## src/rtl/sram_arb_pkg.sv

```systemverilog
// sram_arb_pkg: shared types and constants for the SRAM arbiter slice.
//   ADDR_W / DATA_W : SRAM geometry (16 words x 8 bits)
//   req_id_e        : requester identity (REQ_A = 0, REQ_B = 1)
//   cmd_t           : packed command {we, addr, wdata}
//   resp_t          : pending read response {valid, id}
//   sat_inc8        : saturating 8-bit increment for the optional perf counters
package sram_arb_pkg;

  localparam int ADDR_W = 4;
  localparam int DATA_W = 8;

  typedef enum logic {
    REQ_A = 1'b0,
    REQ_B = 1'b1
  } req_id_e;

  typedef struct packed {
    logic              we;
    logic [ADDR_W-1:0] addr;
    logic [DATA_W-1:0] wdata;
  } cmd_t;

  typedef struct packed {
    logic    valid;
    req_id_e id;
  } resp_t;

  function automatic logic [7:0] sat_inc8(input logic [7:0] v);
    return (v == 8'hFF) ? v : v + 8'd1;
  endfunction

endpackage

```

## src/rtl/sram_arbiter_if.sv

```systemverilog
// sram_arbiter_if: bundles both requester command ports and the SRAM pins.
//   Requester A/B: req, we, addr, wdata (to arbiter); gnt, rvalid (from arbiter)
//   rdata  : shared read data, qualified by a_rvalid / b_rvalid
//   mem_*  : SRAM en/we/addr/din (from arbiter), dout (from SRAM)
// Modports:
//   slave  : the arbiter's view
//   master : the environment's view (requesters plus the SRAM macro)
interface sram_arbiter_if;
  import sram_arb_pkg::*;

  logic              a_req;
  logic              a_we;
  logic [ADDR_W-1:0] a_addr;
  logic [DATA_W-1:0] a_wdata;
  logic              a_gnt;
  logic              a_rvalid;

  logic              b_req;
  logic              b_we;
  logic [ADDR_W-1:0] b_addr;
  logic [DATA_W-1:0] b_wdata;
  logic              b_gnt;
  logic              b_rvalid;

  logic [DATA_W-1:0] rdata;

  logic              mem_en;
  logic              mem_we;
  logic [ADDR_W-1:0] mem_addr;
  logic [DATA_W-1:0] mem_din;
  logic [DATA_W-1:0] mem_dout;

  modport slave (
    input  a_req, a_we, a_addr, a_wdata,
    input  b_req, b_we, b_addr, b_wdata,
    input  mem_dout,
    output a_gnt, a_rvalid, b_gnt, b_rvalid, rdata,
    output mem_en, mem_we, mem_addr, mem_din
  );

  modport master (
    output a_req, a_we, a_addr, a_wdata,
    output b_req, b_we, b_addr, b_wdata,
    output mem_dout,
    input  a_gnt, a_rvalid, b_gnt, b_rvalid, rdata,
    input  mem_en, mem_we, mem_addr, mem_din
  );

endinterface

```

## src/rtl/sram_arbiter_rr_arb2.sv

```systemverilog
// rr_arb2: combinational two-way round-robin picker.
//   req_i  : request vector, bit 0 = A, bit 1 = B
//   last_i : 1 when B won the most recent grant
//   gnt_o  : one-hot grant (or zero when nothing requests)
// A lone requester always wins; on a conflict the port that did not win last
// time is chosen.
module rr_arb2 (
  input  logic [1:0] req_i,
  input  logic       last_i,
  output logic [1:0] gnt_o
);

  assign gnt_o[0] = req_i[0] & (~req_i[1] |  last_i);
  assign gnt_o[1] = req_i[1] & (~req_i[0] | ~last_i);

endmodule

```

## src/rtl/sram_arbiter.sv

```systemverilog
// sram_arbiter: shares one 16x8 synchronous SRAM between requesters A and B.
// Ports:
//   clk, rst : clock and synchronous active-high reset
//   bus      : sram_arbiter_if.slave (requester ports + SRAM pins)
//   a_cnt, b_cnt, conflict_cnt : saturating 8-bit grant/conflict counters,
//              present only when SRAM_ARB_PERF_EN is defined
// Grants are combinational from req; the SRAM pins mux from the winning
// port and are zero when idle. Read data is the SRAM's registered dout,
// steered by a one-entry pending-response register.
module sram_arbiter
  import sram_arb_pkg::*;
(
  input  logic                 clk,
  input  logic                 rst,
  sram_arbiter_if.slave        bus
`ifdef SRAM_ARB_PERF_EN
  ,
  output logic [7:0]           a_cnt,
  output logic [7:0]           b_cnt,
  output logic [7:0]           conflict_cnt
`endif
);

  logic [1:0] req_vec;
  logic [1:0] pick;
  logic [1:0] gnt;
  logic       last_b_q, last_b_d;
  resp_t      resp_q, resp_d;
  cmd_t       a_cmd, b_cmd, sel_cmd;

  assign req_vec = {bus.b_req, bus.a_req};
  assign a_cmd   = '{we: bus.a_we, addr: bus.a_addr, wdata: bus.a_wdata};
  assign b_cmd   = '{we: bus.b_we, addr: bus.b_addr, wdata: bus.b_wdata};

  rr_arb2 u_rr_arb2 (
    .req_i  (req_vec),
    .last_i (last_b_q),
    .gnt_o  (pick)
  );

  // Nothing may reach the SRAM while reset is asserted.
  assign gnt = rst ? 2'b00 : pick;

  always_comb begin
    sel_cmd  = '0;
    last_b_d = last_b_q;
    if (gnt[0]) begin
      sel_cmd = a_cmd;
    end else if (gnt[1]) begin
      sel_cmd = b_cmd;
    end
    if (|gnt) begin
      last_b_d = gnt[1];
    end
    resp_d.valid = (|gnt) & ~sel_cmd.we;
    resp_d.id    = gnt[1] ? REQ_B : REQ_A;
  end

  always_ff @(posedge clk) begin
    if (rst) begin
      last_b_q <= 1'b1;
      resp_q   <= '{valid: 1'b0, id: REQ_A};
    end else begin
      last_b_q <= last_b_d;
      resp_q   <= resp_d;
    end
  end

  assign bus.a_gnt    = gnt[0];
  assign bus.b_gnt    = gnt[1];
  assign bus.mem_en   = |gnt;
  assign bus.mem_we   = sel_cmd.we;
  assign bus.mem_addr = sel_cmd.addr;
  assign bus.mem_din  = sel_cmd.wdata;
  assign bus.rdata    = bus.mem_dout;

  // Gating with rst drops a read that was granted just before reset: its
  // response register has not been cleared yet during the reset cycle.
  assign bus.a_rvalid = resp_q.valid & (resp_q.id == REQ_A) & ~rst;
  assign bus.b_rvalid = resp_q.valid & (resp_q.id == REQ_B) & ~rst;

`ifdef SRAM_ARB_PERF_EN
  logic [7:0] a_cnt_q, b_cnt_q, conflict_cnt_q;

  always_ff @(posedge clk) begin
    if (rst) begin
      a_cnt_q        <= 8'd0;
      b_cnt_q        <= 8'd0;
      conflict_cnt_q <= 8'd0;
    end else begin
      if (gnt[0])   a_cnt_q        <= sat_inc8(a_cnt_q);
      if (gnt[1])   b_cnt_q        <= sat_inc8(b_cnt_q);
      if (&req_vec) conflict_cnt_q <= sat_inc8(conflict_cnt_q);
    end
  end

  assign a_cnt        = a_cnt_q;
  assign b_cnt        = b_cnt_q;
  assign conflict_cnt = conflict_cnt_q;
`endif

endmodule

```

## src/flat_wrapper.sv

```systemverilog
// flat-port wrapper written by rule: the top's interface ports become plain ports
module sram_arbiter_flat import sram_arb_pkg::*;
  (clk, rst, bus_a_req, bus_a_we, bus_a_addr, bus_a_wdata, bus_b_req, bus_b_we, bus_b_addr, bus_b_wdata, bus_mem_dout, bus_a_gnt, bus_a_rvalid, bus_b_gnt, bus_b_rvalid, bus_rdata, bus_mem_en, bus_mem_we, bus_mem_addr, bus_mem_din);
  sram_arbiter_if bus_i ();
  input  logic clk;
  input  logic rst;
  input wire logic [$bits(bus_i.a_req)-1:0] bus_a_req;
  input wire logic [$bits(bus_i.a_we)-1:0] bus_a_we;
  input wire logic [$bits(bus_i.a_addr)-1:0] bus_a_addr;
  input wire logic [$bits(bus_i.a_wdata)-1:0] bus_a_wdata;
  input wire logic [$bits(bus_i.b_req)-1:0] bus_b_req;
  input wire logic [$bits(bus_i.b_we)-1:0] bus_b_we;
  input wire logic [$bits(bus_i.b_addr)-1:0] bus_b_addr;
  input wire logic [$bits(bus_i.b_wdata)-1:0] bus_b_wdata;
  input wire logic [$bits(bus_i.mem_dout)-1:0] bus_mem_dout;
  output wire logic [$bits(bus_i.a_gnt)-1:0] bus_a_gnt;
  output wire logic [$bits(bus_i.a_rvalid)-1:0] bus_a_rvalid;
  output wire logic [$bits(bus_i.b_gnt)-1:0] bus_b_gnt;
  output wire logic [$bits(bus_i.b_rvalid)-1:0] bus_b_rvalid;
  output wire logic [$bits(bus_i.rdata)-1:0] bus_rdata;
  output wire logic [$bits(bus_i.mem_en)-1:0] bus_mem_en;
  output wire logic [$bits(bus_i.mem_we)-1:0] bus_mem_we;
  output wire logic [$bits(bus_i.mem_addr)-1:0] bus_mem_addr;
  output wire logic [$bits(bus_i.mem_din)-1:0] bus_mem_din;
  assign bus_i.a_req = bus_a_req;
  assign bus_i.a_we = bus_a_we;
  assign bus_i.a_addr = bus_a_addr;
  assign bus_i.a_wdata = bus_a_wdata;
  assign bus_i.b_req = bus_b_req;
  assign bus_i.b_we = bus_b_we;
  assign bus_i.b_addr = bus_b_addr;
  assign bus_i.b_wdata = bus_b_wdata;
  assign bus_i.mem_dout = bus_mem_dout;
  assign bus_a_gnt = bus_i.a_gnt;
  assign bus_a_rvalid = bus_i.a_rvalid;
  assign bus_b_gnt = bus_i.b_gnt;
  assign bus_b_rvalid = bus_i.b_rvalid;
  assign bus_rdata = bus_i.rdata;
  assign bus_mem_en = bus_i.mem_en;
  assign bus_mem_we = bus_i.mem_we;
  assign bus_mem_addr = bus_i.mem_addr;
  assign bus_mem_din = bus_i.mem_din;
  sram_arbiter u_core (.clk(clk), .rst(rst), .bus(bus_i));
endmodule
```

## config.mk

```make
export PLATFORM = sky130hd
export DESIGN_NAME = sram_arbiter_flat
export DESIGN_NICKNAME = d
export VERILOG_FILES = /design/src/rtl/sram_arb_pkg.sv /design/src/rtl/sram_arbiter_if.sv /design/src/rtl/sram_arbiter_rr_arb2.sv /design/src/rtl/sram_arbiter.sv /design/src/flat_wrapper.sv
export SDC_FILE = /design/constraint.sdc
export NUM_CORES = 1
export LEC_CHECK = 0
export CAP_MARGIN = 20
export CORE_MARGIN = 2
export CORE_UTILIZATION = 27
export CTS_BUF_LIST = sky130_fd_sc_hd__clkbuf_4 sky130_fd_sc_hd__clkbuf_8 sky130_fd_sc_hd__clkbuf_16
export CTS_CLUSTER_DIAMETER = 30
export DETAILED_ROUTE_END_ITERATION = 10
export HOLD_SLACK_MARGIN = 0.08
export PLACE_DENSITY = 0.87
export SYNTH_ARGS = -nofsm -noshare
export SYNTH_HDL_FRONTEND = slang
export SYNTH_HIERARCHICAL = 1
export SYNTH_SLANG_ARGS = --single-unit
```

## constraint.sdc

```tcl
create_clock -name clk -period 4 [get_ports clk]
set_clock_uncertainty 0.05 [all_clocks]
set_input_delay 1 -clock clk [delete_from_list [all_inputs] [get_ports clk]]
set_output_delay 1 -clock clk [all_outputs]
set_load 0.005 [all_outputs]
```

==> flow_summary.yaml <==
outcome:
  status: "finished, final reports clean"
floorplanning:
  ios: 64
  start_util_pct: 28.6
  die_x_um: 46.7
  core_area_um2: 1730
  die_h_um: 46.7
  die_area_um2: 2180
  rows: 15
global_routing:
  grt_pass1_vias: 553
  grt_max_degree: 32
  antenna_found_initial: 0
  grt_pass1_wl_um: 2110
  track_usage_pct: 13.9
  overflow: 0
synthesis:
  synth_cell_type_count: 18
  ys_warn_count: 6
  ys_seq_area_share_pct: 12.2
  ys_seq_elements: 3
  syn_area_um2: 493
  synthesis.nets: 111
  syn_inst: 73
  avgSynthCellArea_um2: 6.75
power:
  ir_drop_mv: 0.0912
  leakagePower_nw: 0.350
  powerDensity_nw_per_um2: 189
clocking:
  cts_root_buffer: "clkbuf_4"
  clk_latency_ns: 0.23
  cts_tree: "built"
  cts.sinks: 3
  h-tree-depth: 1
  clk_pin_slew_ns: 0.04
  hold_buffers: 0
  cts_resized: 0
  cts_buffers: 3
  clk_path_buf_depth: 2
  postCtsSetupBuffers: 0
cells_and_area:
  area_growth_pct: 87.6
  nFillCells: 183
  nNetsFinal: 151
  drive_gt1_share_pct: 8.93
  antenna_cells: 0
worst_hold_path:
  hold_path_class: "reg2reg"
  min-delay-start: "u_core/last_b_q$_SDFFE_PP1P_"
  min_to: "u_core/last_b_q$_SDFFE_PP1P_"
  hold_depth: 2
setup_path:
  path_class: "in2out"
  cp_top_family: "buffers and inverters"
  rrSetupSlack_ns: 2.75
  worstReg2RegStart: "u_core/last_b_q$_SDFFE_PP1P_"
  critPathMaxStageDelay_ns: 0.52
  worstPathRequired_ns: 2.95
  r2r_end: "u_core/resp_q[1]$_SDFF_PP0_"
  crit_arrival_ns: 2.66
  critPathCaptureType: "primary output"
  ff2ff_path_depth: 5
  slowest_stage: "clkdlybuf4s50_1"
  cp-start-kind: "primary input"
  crit_path_max_fanout: 17
  crit_path_cell_trace: "clkdlybuf4s50_1, a21boi_1, buf_4, nand3b_1, a21oi_1, clkdlybuf4s50_1"
  critPathMostFrequentCell: "clkdlybuf4s50_1"
  crit_buf_inv: 3
detailed_routing:
  drt_first_pass_iters: 5
  antenna_left: 0
  drc: 0
  drtIter0Drc: 6
  vias: 626
  drt-total-wl_um: 1480
  wl_per_cell_um: 10.8
  vias_per_cell: 4.57
sta:
  final.setup.tns_ns: 0
  setup_viol_count_final: 0
  hold_viol: 0
  post-route-min-period_ns: 3.71
  whs_ns: 0.445
  rsz0062_at_grt: "false"
  post-route-period-util_pct: 92.8
  max-slew-margin-rel_pct: 75.4
  drv_slew: 0
  max_freq_mhz: 269
  tightest_slew_ns: 0.368
placement:
  routabilityCongestion: 0.658
  place_hpwl_um: 1120
  io_buffers: 47
job:
  drv_cap: 0
## cells in the mapped netlist, drive strengths merged
cell type	n	area [um^2]
nor3b	1	7.51
dfxtp	3	60.1
nand2	13	48.8
a21boi	2	15.0
and3b	1	8.76
a21oi	13	65.1
nand3b	13	97.6
buf	15	126
a22o	1	8.76
inv	2	7.51
nor2	5	18.8
o21ai	1	5.00
nor2b	3	23.8
## flip-flops by register name, summed over array words and instances (netlist names)
| name | cells |
|---|---|
| u_core/resp_q | 2 |
| u_core/last_b_q | 1 |
## cells by family after synthesis
kind of cell / share of synthesized area [%]
and+or+nand+nor: 41.6
AOI/OAI and AO/OA: 19.0
buffers and inverters: 27.2
DFF: 12.2
## power by group
group          switching (W)  internal [W]
registers        0.000000985     0.0000320
clock network      0.0000158     0.0000441
logic              0.0000272     0.0000541
total              0.0000440      0.000130
## worst reg2reg max path, stage by stage (launching register included)
cell and delay (ns):
dfxtp_1 0.35, inv_1 0.06, a21boi_2 0.12, buf_4 0.26, nor2_1 0.07, a22o_1 0.22
## stage by stage
step	utilization, %	cell area, um^2	worst slack, ns	total power [W]	std cells
floorplan	-	493	1.25	0.0000745	73
global placement	51.8	895	0.324	0.000114	133
detailed placement	51.8	895	0.282	0.000115	133
CTS	53.6	925	0.276	0.000179	137
global route	53.6	925	0.148	0.000189	137
finish	53.6	925	0.287	0.000174	137
## area by class of cell
| class | count | area, um^2 | area share, % |
|---|---|---|---|
| repair buffers | 50 | 493 | 53.3 |
| multi-input cells | 53 | 303 | 32.7 |
| flip-flops and latches | 3 | 60.1 | 6.50 |
| well taps | 25 | 31.3 | 3.38 |
| clock buffers | 4 | 30.0 | 3.25 |
| inverters | 2 | 7.51 | 0.812 |
## routing by layer
layer  vias up  share of wire [%]  global-route usage [%]
met5         -                  0                       0
met4         0                  0                    8.89
met2        47                 45                    24.4
met3         0                 15                    6.54
li1        313                  -                       -
met1       266                 39                    13.0
## cell usage in the layout (no fill, tap or decap), drive strengths merged
cell type	Yosys	routed
clkdlybuf4s50	0	47
nand2	13	13
nand3b	13	13
a21oi	13	13
nor2	5	5
clkbuf	0	4
dfxtp	3	3
buf	15	3
nor2b	3	3
inv	2	2
a21boi	2	2
nor3b	1	1
and3b	1	1
o21ai	1	1
a22o	1	1
## worst max path at each step
| stage | cells past startpoint | endpoint | from |
|---|---|---|---|
| finish | 6 | bus_mem_din[7] | bus_b_req |
| CTS | 6 | bus_mem_din[7] | bus_b_req |
| global placement | 6 | bus_mem_addr[0] | bus_b_req |
| floorplan | 4 | bus_mem_addr[0] | bus_a_req |
| global route | 6 | bus_mem_we | bus_b_req |
| detailed placement | 6 | bus_mem_din[3] | bus_b_req |
Power figures use the tool's default switching activity.
